[config.mk]
export PLATFORM = sky130hd
export DESIGN_NAME = seg7_scan_display
export DESIGN_NICKNAME = d
export VERILOG_FILES = /design/src/rtl/seg7_pkg.sv /design/src/rtl/seg7_hex_decode.sv /design/src/rtl/seg7_scan_display.sv
export SDC_FILE = /design/constraint.sdc
export NUM_CORES = 1
export LEC_CHECK = 0
export ABC_AREA = 1
export CAP_MARGIN = 25
export CORE_ASPECT_RATIO = 0.75
export CORE_MARGIN = 2
export CORE_UTILIZATION = 45
export DETAILED_ROUTE_END_ITERATION = 16
export DONT_BUFFER_PORTS = 1
export PLACE_DENSITY = 0.67
export SYNTH_ARGS = -nofsm -noshare
export SYNTH_HDL_FRONTEND = slang
export SYNTH_SLANG_ARGS = --single-unit
[constraint.sdc]
create_clock -name clk -period 3.4 [get_ports clk]
set_input_delay 0.17 -clock clk [delete_from_list [all_inputs] [get_ports clk]]
set_output_delay 0.17 -clock clk [all_outputs]
set_load 0.005 [all_outputs]
[src/rtl/seg7_pkg.sv]
// Shared constants for the seven-segment display path: blank/dash patterns and
// the active-low {g,f,e,d,c,b,a} hex glyph table.
package seg7_pkg;

  localparam logic [6:0] SEG_BLANK = 7'b1111111;
  localparam logic [6:0] SEG_DASH  = 7'b0111111;

  localparam logic [6:0] HEX_TABLE [16] = '{
    7'b1000000, 7'b1111001, 7'b0100100, 7'b0110000,
    7'b0011001, 7'b0010010, 7'b0000010, 7'b1111000,
    7'b0000000, 7'b0010000, 7'b0001000, 7'b0000011,
    7'b1000110, 7'b0100001, 7'b0000110, 7'b0001110
  };

  // Holding register for a load waiting for the next frame boundary.
  typedef enum logic {
    SLOT_FREE = 1'b0,
    SLOT_HELD = 1'b1
  } slot_state_e;

  function automatic int clog2_min1(input int v);
    return (v > 1) ? $clog2(v) : 1;
  endfunction

endpackage

[src/rtl/seg7_hex_decode.sv]
// Combinational hex nibble to active-low seven-segment glyph.
module seg7_hex_decode
  import seg7_pkg::*;
(
  input  logic [3:0] nibble,
  output logic [6:0] seg
);

  assign seg = HEX_TABLE[nibble];

endmodule

[src/rtl/seg7_scan_display.sv]
// Multiplexed NDIG-digit seven-segment scanner with prescaled slot timing,
// frame-synchronous value commit, leading-zero blanking and per-digit blink.
module seg7_scan_display
  import seg7_pkg::*;
#(
  parameter int NDIG         = 4,
  parameter int PRESCALE     = 100000,
  parameter int BLINK_FRAMES = 256
) (
  input  logic                 clk,
  input  logic                 reset,
  input  logic                 load_valid,
  output logic                 load_ready,
  input  logic [4*NDIG-1:0]    load_data,
  input  logic [NDIG-1:0]      load_dp,
  input  logic                 blank_lz,
  input  logic [NDIG-1:0]      blink_en,
  output logic [6:0]           seg,
  output logic                 dp,
  output logic [NDIG-1:0]      an,
  output logic                 frame_start
);

  localparam int PCW = $clog2(PRESCALE);
  localparam int SW  = clog2_min1(NDIG);
  localparam int FW  = clog2_min1(BLINK_FRAMES);

  logic [PCW-1:0]    pcnt_q, pcnt_d;
  logic [SW-1:0]     sel_q, sel_d;
  logic [FW-1:0]     fcnt_q, fcnt_d;
  logic              blink_phase_q, blink_phase_d;
  slot_state_e       slot_q, slot_d;
  logic [4*NDIG-1:0] pend_data_q, pend_data_d;
  logic [NDIG-1:0]   pend_dp_q, pend_dp_d;
  logic [4*NDIG-1:0] shadow_data_q, shadow_data_d;
  logic [NDIG-1:0]   shadow_dp_q, shadow_dp_d;
  logic [6:0]        seg_q, seg_d;
  logic              dp_q, dp_d;
  logic [NDIG-1:0]   an_q, an_d;
  logic              frame_start_q, frame_start_d;

  logic              tick;
  logic              boundary;
  logic [3:0]        cur_nib;
  logic              cur_dp_bit;
  logic              cur_blink;
  logic              upper_zero;
  logic [6:0]        dec_seg;

  seg7_hex_decode u_dec (
    .nibble (cur_nib),
    .seg    (dec_seg)
  );

  always_ff @(posedge clk or negedge reset) begin
    if (!reset) begin
      pcnt_q        <= '0;
      sel_q         <= '0;
      fcnt_q        <= '0;
      blink_phase_q <= 1'b0;
      slot_q        <= SLOT_FREE;
      pend_data_q   <= '0;
      pend_dp_q     <= '0;
      shadow_data_q <= '0;
      shadow_dp_q   <= '0;
      seg_q         <= SEG_BLANK;
      dp_q          <= 1'b1;
      an_q          <= '1;
      frame_start_q <= 1'b0;
    end else begin
      pcnt_q        <= pcnt_d;
      sel_q         <= sel_d;
      fcnt_q        <= fcnt_d;
      blink_phase_q <= blink_phase_d;
      slot_q        <= slot_d;
      pend_data_q   <= pend_data_d;
      pend_dp_q     <= pend_dp_d;
      shadow_data_q <= shadow_data_d;
      shadow_dp_q   <= shadow_dp_d;
      seg_q         <= seg_d;
      dp_q          <= dp_d;
      an_q          <= an_d;
      frame_start_q <= frame_start_d;
    end
  end

  always_comb begin
    tick          = (pcnt_q == PCW'(PRESCALE - 1));
    boundary      = tick && (sel_q == SW'(NDIG - 1));
    pcnt_d        = tick ? '0 : pcnt_q + 1'b1;
    sel_d         = sel_q;
    fcnt_d        = fcnt_q;
    blink_phase_d = blink_phase_q;

    if (tick) begin
      sel_d = boundary ? '0 : sel_q + 1'b1;
    end

    if (boundary) begin
      if (fcnt_q == FW'(BLINK_FRAMES - 1)) begin
        fcnt_d        = '0;
        blink_phase_d = ~blink_phase_q;
      end else begin
        fcnt_d = fcnt_q + 1'b1;
      end
    end
  end

  // A load taken on a boundary cycle lands in the slot and waits a full frame,
  // so the shadow only ever changes between complete scans.
  always_comb begin
    slot_d        = slot_q;
    pend_data_d   = pend_data_q;
    pend_dp_d     = pend_dp_q;
    shadow_data_d = shadow_data_q;
    shadow_dp_d   = shadow_dp_q;

    case (slot_q)
      SLOT_FREE: begin
        if (load_valid) begin
          slot_d      = SLOT_HELD;
          pend_data_d = load_data;
          pend_dp_d   = load_dp;
        end
      end
      SLOT_HELD: begin
        if (boundary) begin
          slot_d        = SLOT_FREE;
          shadow_data_d = pend_data_q;
          shadow_dp_d   = pend_dp_q;
        end
      end
      default: slot_d = SLOT_FREE;
    endcase
  end

  always_comb begin
    cur_nib    = 4'h0;
    cur_dp_bit = 1'b0;
    cur_blink  = 1'b0;
    upper_zero = 1'b1;
    an_d       = '1;
    for (int i = 0; i < NDIG; i++) begin
      if (sel_q == SW'(i)) begin
        cur_nib    = shadow_data_q[4*i +: 4];
        cur_dp_bit = shadow_dp_q[i];
        cur_blink  = blink_en[i];
        an_d[i]    = 1'b0;
      end
      if ((i >= int'(sel_q)) && (shadow_data_q[4*i +: 4] != 4'h0)) begin
        upper_zero = 1'b0;
      end
    end
  end

  // Digit 0 is never zero-blanked so a value of all zeros still shows "0".
  always_comb begin
    logic hide;
    hide          = (blank_lz && (sel_q != '0) && upper_zero) ||
                    (blink_phase_q && cur_blink);
    seg_d         = hide ? SEG_BLANK : dec_seg;
    dp_d          = hide ? 1'b1 : ~cur_dp_bit;
    frame_start_d = (sel_q == '0) && (pcnt_q == '0);
  end

  assign load_ready  = (slot_q == SLOT_FREE);
  assign seg         = seg_q;
  assign dp          = dp_q;
  assign an          = an_q;
  assign frame_start = frame_start_q;

endmodule

==> results of run 1 <==
[area by class of cell]
type,count,area (um2),area share [%]
clock buffer,9,225,4.71
clock inverter,7,77.6,1.62
inverter,59,226,4.74
multi-input combinational,344,1800,37.8
sequential,82,2070,43.3
tap,112,140,2.93
timing repair buffer,22,238,4.98
[final timing paths]
check	startpoint	endpoint	slack, ns	cells past startpoint
worst max-delay path	sel_q[0]	seg[3]	1.00	12
worst min-delay path	blink_en[3]	seg[1]	0.24	6
worst min register to register	shadow_dp_q[3]	dp	0.46	1
min in group asynchronous	reset	pcnt_q[1]	0.38	2
worst max register to register	sel_q[0]	seg[3]	1.00	12
max in group asynchronous	reset	seg[3]	2.67	2
[logic make-up after synthesis]
| logic type | after synthesis |
|---|---|
| simple gates | 273 |
| flops | 82 |
| buf+inv | 68 |
| compound gates | 26 |
| mux | 20 |
| fa+ha+maj | 14 |
| xor+xnor | 11 |
[Yosys cell counts (all sizes together)]
cell	count	share of area, %
a21oi	11	1.3
dfrtp	70	42
buf	8	1.6
nor2	50	5.5
nand2	170	15
clkbuf	1	0.090
o21ai	10	1.2
nor4	2	0.30
nor3	8	0.96
a21boi	2	0.36
nand3b	1	0.18
o31ai	1	0.18
ha	14	4.2
nand3	37	4.7
nand4	5	0.75
xor2	9	1.9
mux2	20	5.4
xnor2	2	0.42
o211ai	2	0.36
inv	59	5.4
dfstp	12	7.6
[power breakdown]
group | switching, mW | total (mW) | internal, mW
combinational | 0.0224 | 0.0425 | 0.0201
clock | 0.405 | 0.980 | 0.575
sequential | 0 | 0.976 | 0.976
total | 0.428 | 2.00 | 1.57
[through the flow]
step | power (mW) | cell area, um2 | instances
2_1_floorplan | 0.996 | 4170 | 494
3_3_place_gp | 0.996 | 4240 | 597
3_5_place_dp | 0.996 | 4240 | 597
4_1_cts | 2.02 | 4780 | 635
5_1_grt | 2.07 | 4780 | 635
6_report | 2.00 | 4780 | 635
[cell usage in the layout, fill, tap and decap left out]
cell type,Yosys,routed
nand2_1,167,167
o31ai_1,1,1
nor2_8,2,2
nor4_1,2,2
nand2_2,3,3
a21oi_1,11,11
mux2_2,20,20
a21boi_0,1,1
xor2_1,9,9
nand3_4,1,1
o211ai_1,2,2
dfstp_2,12,12
inv_1,54,54
dfrtp_1,70,70
o21ai_0,10,10
a21boi_1,1,1
nand3b_1,1,1
clkinv_2,0,1
bufinv_16,0,1
nor2_1,46,46
nor2_4,1,1
nor2_2,1,1
inv_2,4,4
dlygate4sd3_1,0,21
nand4_1,5,5
ha_1,14,14
inv_6,1,3
xnor2_1,2,2
nor3_1,8,8
clkinv_4,0,2
clkinvlp_4,0,1
buf_16,0,1
nand3_1,36,36
clkbuf_16,0,9
[worst min-delay path, stage by stage]
cell and delay (ns):
nor2_1 0.02, nor2_1 0.08, nand2_1 0.06, nand2_1 0.10
nor2_1 0.06, nand2_1 0.05
[sequential cells by signal, summed over array words and instances, names as in the netlist]
signal,count
pcnt_q,17
pend_data_q,16
shadow_data_q,16
fcnt_q,8
seg,7
an,4
pend_dp_q,4
shadow_dp_q,4
sel_q,2
blink_phase_q,1
dp,1
frame_start,1
slot_q,1
[metal layers]
layer  routed length (um)  vias to the layer above
met5                    0                        -
met4                   93                        0
met3                  411                       10
met2                 3860                       67
met1                 4220                     1513
li1                     -                     1596
[timing repair]
item,CTS,global route
setup endpoints to repair,0,0
endpoints found under the hold margin,102,0
hold buffers,22,0
==> metrics.md, run 1 <==
| Metric | Value |
|---|---|
| Status | completed |
| Clock transition at path regs | 0.06 ns |
| Row cnt | 30 |
| CP Cell Sequence | inv_1, ha_1, inv_1, nor2_1, nor2_1, a21boi_1, inv_1, ha_1, nand2_1, nand2_1, nand2_1, nand3_1 |
| DR iter-0 viols | 182 |
| Final setup violation count | 0 |
| Final HPWL from detailed placement | 6120 um |
| First-pass GRT wire length | 14700 um |
| Layout cell share with drive strength beyond 1 | 11.9% |
| Simple-Gate Fraction of Synth Area | 28.0% |
| Synthesized instance count | 494 |
| # IOs | 42 |
| Diodes inserted | 0 |
| Final WS setup | 1.00 ns |
| Tot GR Track Use | 18.9% |
| Minimum clock period | 2.40 ns |
| Post-synthesis mux area share | 5.41% |
| Worst Path Buf+Inv | 3 |
| Tcrit/Tclk final | 70.5% |
| Met1 Usage GRT | 26.0% |
| Synth Area in Adders | 4.20% |
| Syn_nets | 536 |
| Detailed-route via count | 3186 |
| Wire length per cell | 13.5 um |
| Compound-Gate Fraction of Synth Area | 3.42% |
| Fmax | 417 MHz |
| DP Worst Slack | 1.07 ns |
| Cts repair resizes | 0 |
| CP endpoint kind | flip-flop |
| Crit path required time | 3.66 ns |
| VDD IR max | 0.000321 V |
| Drt first pass iters | 4 |
| Slowest cell on crit path | dfrtp_1 |
| # fillers | 837 |
| Final WL | 8580 um |
| Crit path kind | reg2reg |
| Residual DRC | 0 |
| Die ar. | 10100 um2 |
| Initial antenna violation count | 0 |
| Most utilized layer in the global route result | met2 |
| Core area | 9010 um2 |
| WHS | 0.236 ns |
| Register bit total from synthesis | 82 |
| H-tree depth | 3 |
| Max Cap Viol | 0 |
| Synthesis Warnings | 0 |
| Die Wd | 115 um |
| Buffer depth of the longest clock path | 2 |
| Clock Sinks | 82 |
| Worst Tran Pin Value | 0.876 ns |
| Largest net degree at the start of global routing | 83 |
| Post-layout util | 53.0% |
| Post-Synth XOR/XNOR Area | 2.31% |
| Post-CTS setup repair buffer count | 0 |
| GR Util met2 | 29.3% |
| Total CTS buffers | 9 |
| Clock root buffer | clkbuf_16 |
| Critical Path AT | 2.66 ns |
| Leakage | 2.58 nW |
| Unrepaired setup endpoints after global routing | false |
| Synthesized area | 4170 um2 |
| Final Max Slew Viols | 0 |
| Latest clock arrival within the worst-skew pair | 0.34 ns |
| Number of global-route vias before repair | 3084 |
| Setup_tns | 0 ns |
| Yosys cell types | 32 |
| CTS tree | yes |
| Placer congestion estimate | 0.944 |
| CP Launch Type | flip-flop |
| DIE HEIGHT | 87.3 um |
| Detail Route Antenna Nets | 0 |
| Initial Util | 46.3% |
| Pwr dens | 418 nW/um2 |
| Fin. Hold Viols | 0 |
| Avg Inst Size Synth | 8.43 um2 |
| Slowest cell delay on critical path | 0.43 ns |
| Port Buf Inserts | 0 |
| Fin Clk Skew | 0.00550 ns |
| Crit path max fanout | 8 |
| Relative slew slack | 41.4% |
| Delay-heaviest family, CP | adder cells |
| Synth-to-Final Area Change | 14.7% |
| Min-Delay Path Class | in2reg |
| M3 GR Usage | 5.43% |
| Via/cell ratio | 5.02 |
| # nets final | 560 |
| Total global routing overflow | 0 |
| Post-synthesis sequential area ratio | 49.6% |
| Main combinational cell family by area after synthesis | simple AND/OR/NAND/NOR gates |
(Power assumes the default switching activity.)
==> run 2: changes to the inputs <==
--- a/config.mk
+++ b/config.mk
@@ -5,7 +5,7 @@
 export SDC_FILE = /design/constraint.sdc
 export NUM_CORES = 1
 export LEC_CHECK = 0
-export ABC_AREA = 1
+export ABC_AREA = 0
 export CAP_MARGIN = 25
 export CORE_ASPECT_RATIO = 0.75
 export CORE_MARGIN = 2
==> constraint.sdc (replaced) <==
create_clock -name clk -period 2.4 [get_ports clk]
set_input_delay 0.12 -clock clk [delete_from_list [all_inputs] [get_ports clk]]
set_output_delay 0.12 -clock clk [all_outputs]
set_load 0.005 [all_outputs]
==> run 2 against run 1 <==
Effect of this change: critical path depth shrank 2; non-clock buffer count up 15; sequential share of layout area is 1.1 points higher; critical endpoint unchanged; utilization rose by 2.4 points; routed wire length shrank 13%; die area down 6.5%; global-route usage decreased by 1.4 points; hold slack worse by 0.020 ns.
==> metrics.md, run 2 <==
| Metric | Value |
|---|---|
| Status | completed |
| Crit path kind | reg2reg |
| Final HPWL from detailed placement | 5130 um (-16%) |
| Relative slew slack | 65.3% (+24 points) |
| Post-synthesis sequential area ratio | 53.2% (+3.6 points) |
| Share of the synthesized area in the top cell type | 45.1% (+3.0 points) |
| Number of global-route vias before repair | 2484 (-19%) |
| Initial antenna violation count | 0 (unchanged) |
| Setup_tns | 0 ns (unchanged) |
| R2R Setup Slk | 0.17 ns (-0.83 ns) |
| CP endpoint kind | flip-flop |
| Residual DRC | 0 (unchanged) |
| Final WL | 7490 um (-13%) |
| Slowest cell on crit path | dfrtp_1 |
| Latest clock arrival within the worst-skew pair | 0.34 ns (about the same) |
| Critical Path AT | 2.50 ns (-0.16 ns) |
| Minimum clock period | 2.23 ns (-0.167 ns) |
| Main combinational cell family by area after synthesis | multiplexers |
| Worst Tran Pin Value | 0.517 ns (-0.360 ns) |
| Synthesized instance count | 317 (-36%) |
| Crit path required time | 2.67 ns (-0.99 ns) |
| Reg with most FFs | pcnt_q |
| Pwr dens | 646 nW/um2 (+54%) |
| Port Buf Inserts | 0 (unchanged) |
| Register bit total from synthesis | 82 (unchanged) |
| Delay-heaviest family, CP | adder cells |
| Largest regs | pcnt_q (17), pend_data_q (16), shadow_data_q (16) |
| Min-Delay Path Class | in2reg |
| CTS tree | yes |
| Post-synth EDFFs | 0 (unchanged) |
| Async set or reset register ratio after synthesis | 100% (unchanged) |
| Top cells by area, synth | dfrtp_1 45%, dfstp_2 8.1%, mux2_4 7.3% |
| CP Launch Type | flip-flop |
| Clock transition at path regs | 0.06 ns (about the same) |
| Synthesized area | 3890 um2 (-6.7%) |
| Count leader, synth | dfrtp_1 |
| Synthesis Warnings | 0 (unchanged) |
| Core area | 8420 um2 (-6.6%) |
| Synth-to-Final Area Change | 20.0% |
| Max Cap Viol | 0 (unchanged) |
| Total CTS buffers | 9 (unchanged) |
| Detailed-route via count | 2497 (-22%) |
| H-tree depth | 3 (unchanged) |
| Drt first pass iters | 4 (unchanged) |
| Synth Area in Adders | 4.51% (+0.30 points) |
| Top cells by count, synth | 70 x dfrtp_1, 23 x nand2_1, 22 x mux2_2 |
| Clock root buffer | clkbuf_16 |
| Tcrit/Tclk final | 93.0% (+22 points) |
| DP Worst Slack | 0.0986 ns (-0.967 ns) |
| Largest net degree at the start of global routing | 83 (unchanged) |
| Unrepaired setup endpoints after global routing | false |
| Simple-Gate Fraction of Synth Area | 13.4% (-15 points) |
| Syn_nets | 359 (-33%) |
| Avg Inst Size Synth | 12.3 um2 (+45%) |
| Slowest cell delay on critical path | 0.46 ns (+0.03 ns) |
| # nets final | 396 (-29%) |
| Row cnt | 29 (-3.3%) |
| DR iter-0 viols | 141 (-23%) |
| Buffer depth of the longest clock path | 2 (unchanged) |
| # IOs | 42 (unchanged) |
| Post-Synth XOR/XNOR Area | 4.48% (+2.2 points) |
| Post-synthesis mux area share | 14.5% (+9.1 points) |
| Max reg flops | 17 (unchanged) |
| Layout cell share with drive strength beyond 1 | 27.9% (+16 points) |
| Die Wd | 111 um (-3.3%) |
| Post-CTS setup repair buffer count | 0 (unchanged) |
| Crit path max fanout | 12 (+4) |
| Fin Clk Skew | 0.00710 ns (+0.00160 ns) |
| DIE HEIGHT | 84.5 um (-3.3%) |
| Most frequent cells in the layout | 70 x dfrtp_1, 23 x nand2_1, 22 x mux2_2, 22 x dlygate4sd3_1 |
| Diodes inserted | 0 (unchanged) |
| Leakage | 2.12 nW (-18%) |
| Yosys cell types | 49 (+53%) |
| Compound-Gate Fraction of Synth Area | 7.02% (+3.6 points) |
| Die ar. | 9400 um2 (-6.5%) |
| First-pass GRT wire length | 12700 um (-13%) |
| CP Cell Sequence | inv_1, ha_2, a21oi_1, o21ai_0, a22oi_1, inv_1, ha_1, mux2_2, nor2_1, o21ai_0 |
| Detail Route Antenna Nets | 0 (unchanged) |
| Via/cell ratio | 5.35 (+6.6%) |
| Tot GR Track Use | 17.4% (-1.4 points) |
| Top cell type by total area after synthesis | dfrtp_1 |
| Placer congestion estimate | 0.855 (-9.4%) |
| Fmax | 448 MHz (+7.5%) |
| Most common cell after layout, fill and taps aside | dfrtp_1 |
| Wire length per cell | 16.0 um (+19%) |
| Total global routing overflow | 0 (unchanged) |
| Final setup violation count | 0 (unchanged) |
| VDD IR max | 0.000583 V (+82%) |
| Final WS setup | 0.168 ns (-0.833 ns) |
| Initial Util | 46.2% (-0.085 points) |
| Clock Sinks | 82 (unchanged) |
| Fin. Hold Viols | 0 (unchanged) |
| Final Max Slew Viols | 0 (unchanged) |
| Worst Path Buf+Inv | 2 (-1) |
| Main synth FF type | dfrtp_1 |
run 2: cell types whose count changed after synthesis, moves of 6 or more:
cell,previous run,this run
mux2_4,0,19
inv_1,54,13
xnor2_1,2,10
a21oi_1,11,5
nor2_1,46,19
nand2_1,167,23
nand3_1,36,11
run 2: through the flow:
| stage | total power, mW | cells | cell area [um2] | utilization, % | hold WS (ns) |
|---|---|---|---|---|---|
| floorplan | 1.50 | 317 | 3890 | - | -0.176 |
| global placement | 1.51 | 428 | 4080 | 48.4 | -0.172 |
| detailed placement | 1.51 | 428 | 4080 | 48.4 | -0.172 |
| CTS | 3.05 | 467 | 4640 | 55.2 | 0.202 |
| global route | 3.13 | 467 | 4660 | 55.4 | 0.251 |
| finish | 3.01 | 467 | 4660 | 55.4 | 0.216 |
run 2: kinds of logic after synthesis:
group,after synthesis
AND/OR/NAND/NOR,94
flip-flops,82
multiplexers,44
AO/OA/AOI/OAI,40
buffers and inverters,24
XOR/XNOR,19
adder cells (fa/ha/maj),14
run 2: worst register-to-register path, cell delays in order (launching register included):
cell,delay [ns]
dfrtp_1,0.46
inv_1,0.12
ha_2,0.25
a21oi_1,0.13
o21ai_0,0.12
a22oi_1,0.22
inv_1,0.15
ha_1,0.29
mux2_2,0.28
nor2_1,0.08
o21ai_0,0.07
run 2: layout make-up:
class | count | area, um2
flip-flops and latches | 82 | 2070
well taps | 108 | 135
multi-input cells | 211 | 1730
inverters | 13 | 48.8
clock inverters | 6 | 90.1
clock buffers | 10 | 229
repair buffers | 37 | 365
fillers | 715 | 3750
run 2: final timing paths:
kind	startpoint	to	depth (start not counted)
max	sel_q[1]	seg[3]	10
min	blink_en[3]	seg[3]	4
max reg2reg	sel_q[1]	seg[3]	10
min reg2reg	fcnt_q[4]	fcnt_q[4]	1
max in group asynchronous	reset	seg[4]	2
min in group asynchronous	reset	fcnt_q[7]	2
run 2: layer usage:
| metal | track usage (%) | vias up | wire length, um |
|---|---|---|---|
| li1 | - | 1198 | - |
| met1 | 24.3 | 1221 | 3490 |
| met2 | 25.2 | 67 | 3390 |
| met3 | 5.78 | 11 | 482 |
| met4 | 7.18 | 0 | 133 |
| met5 | 0 | - | 0 |
run 2: where the power goes:
| group | total (mW) | switching [mW] | internal [mW] |
|---|---|---|---|
| sequential | 1.45 | 0.0232 | 1.42 |
| clock | 1.47 | 0.552 | 0.915 |
| combinational | 0.100 | 0.0411 | 0.0591 |
run 2: what timing repair did:
item / in CTS / in global routing
hold buffers: 23 / 0
endpoints found under the setup margin: 0 / 5
resized for setup: 0 / 6
endpoints found under the hold margin: 103 / 0
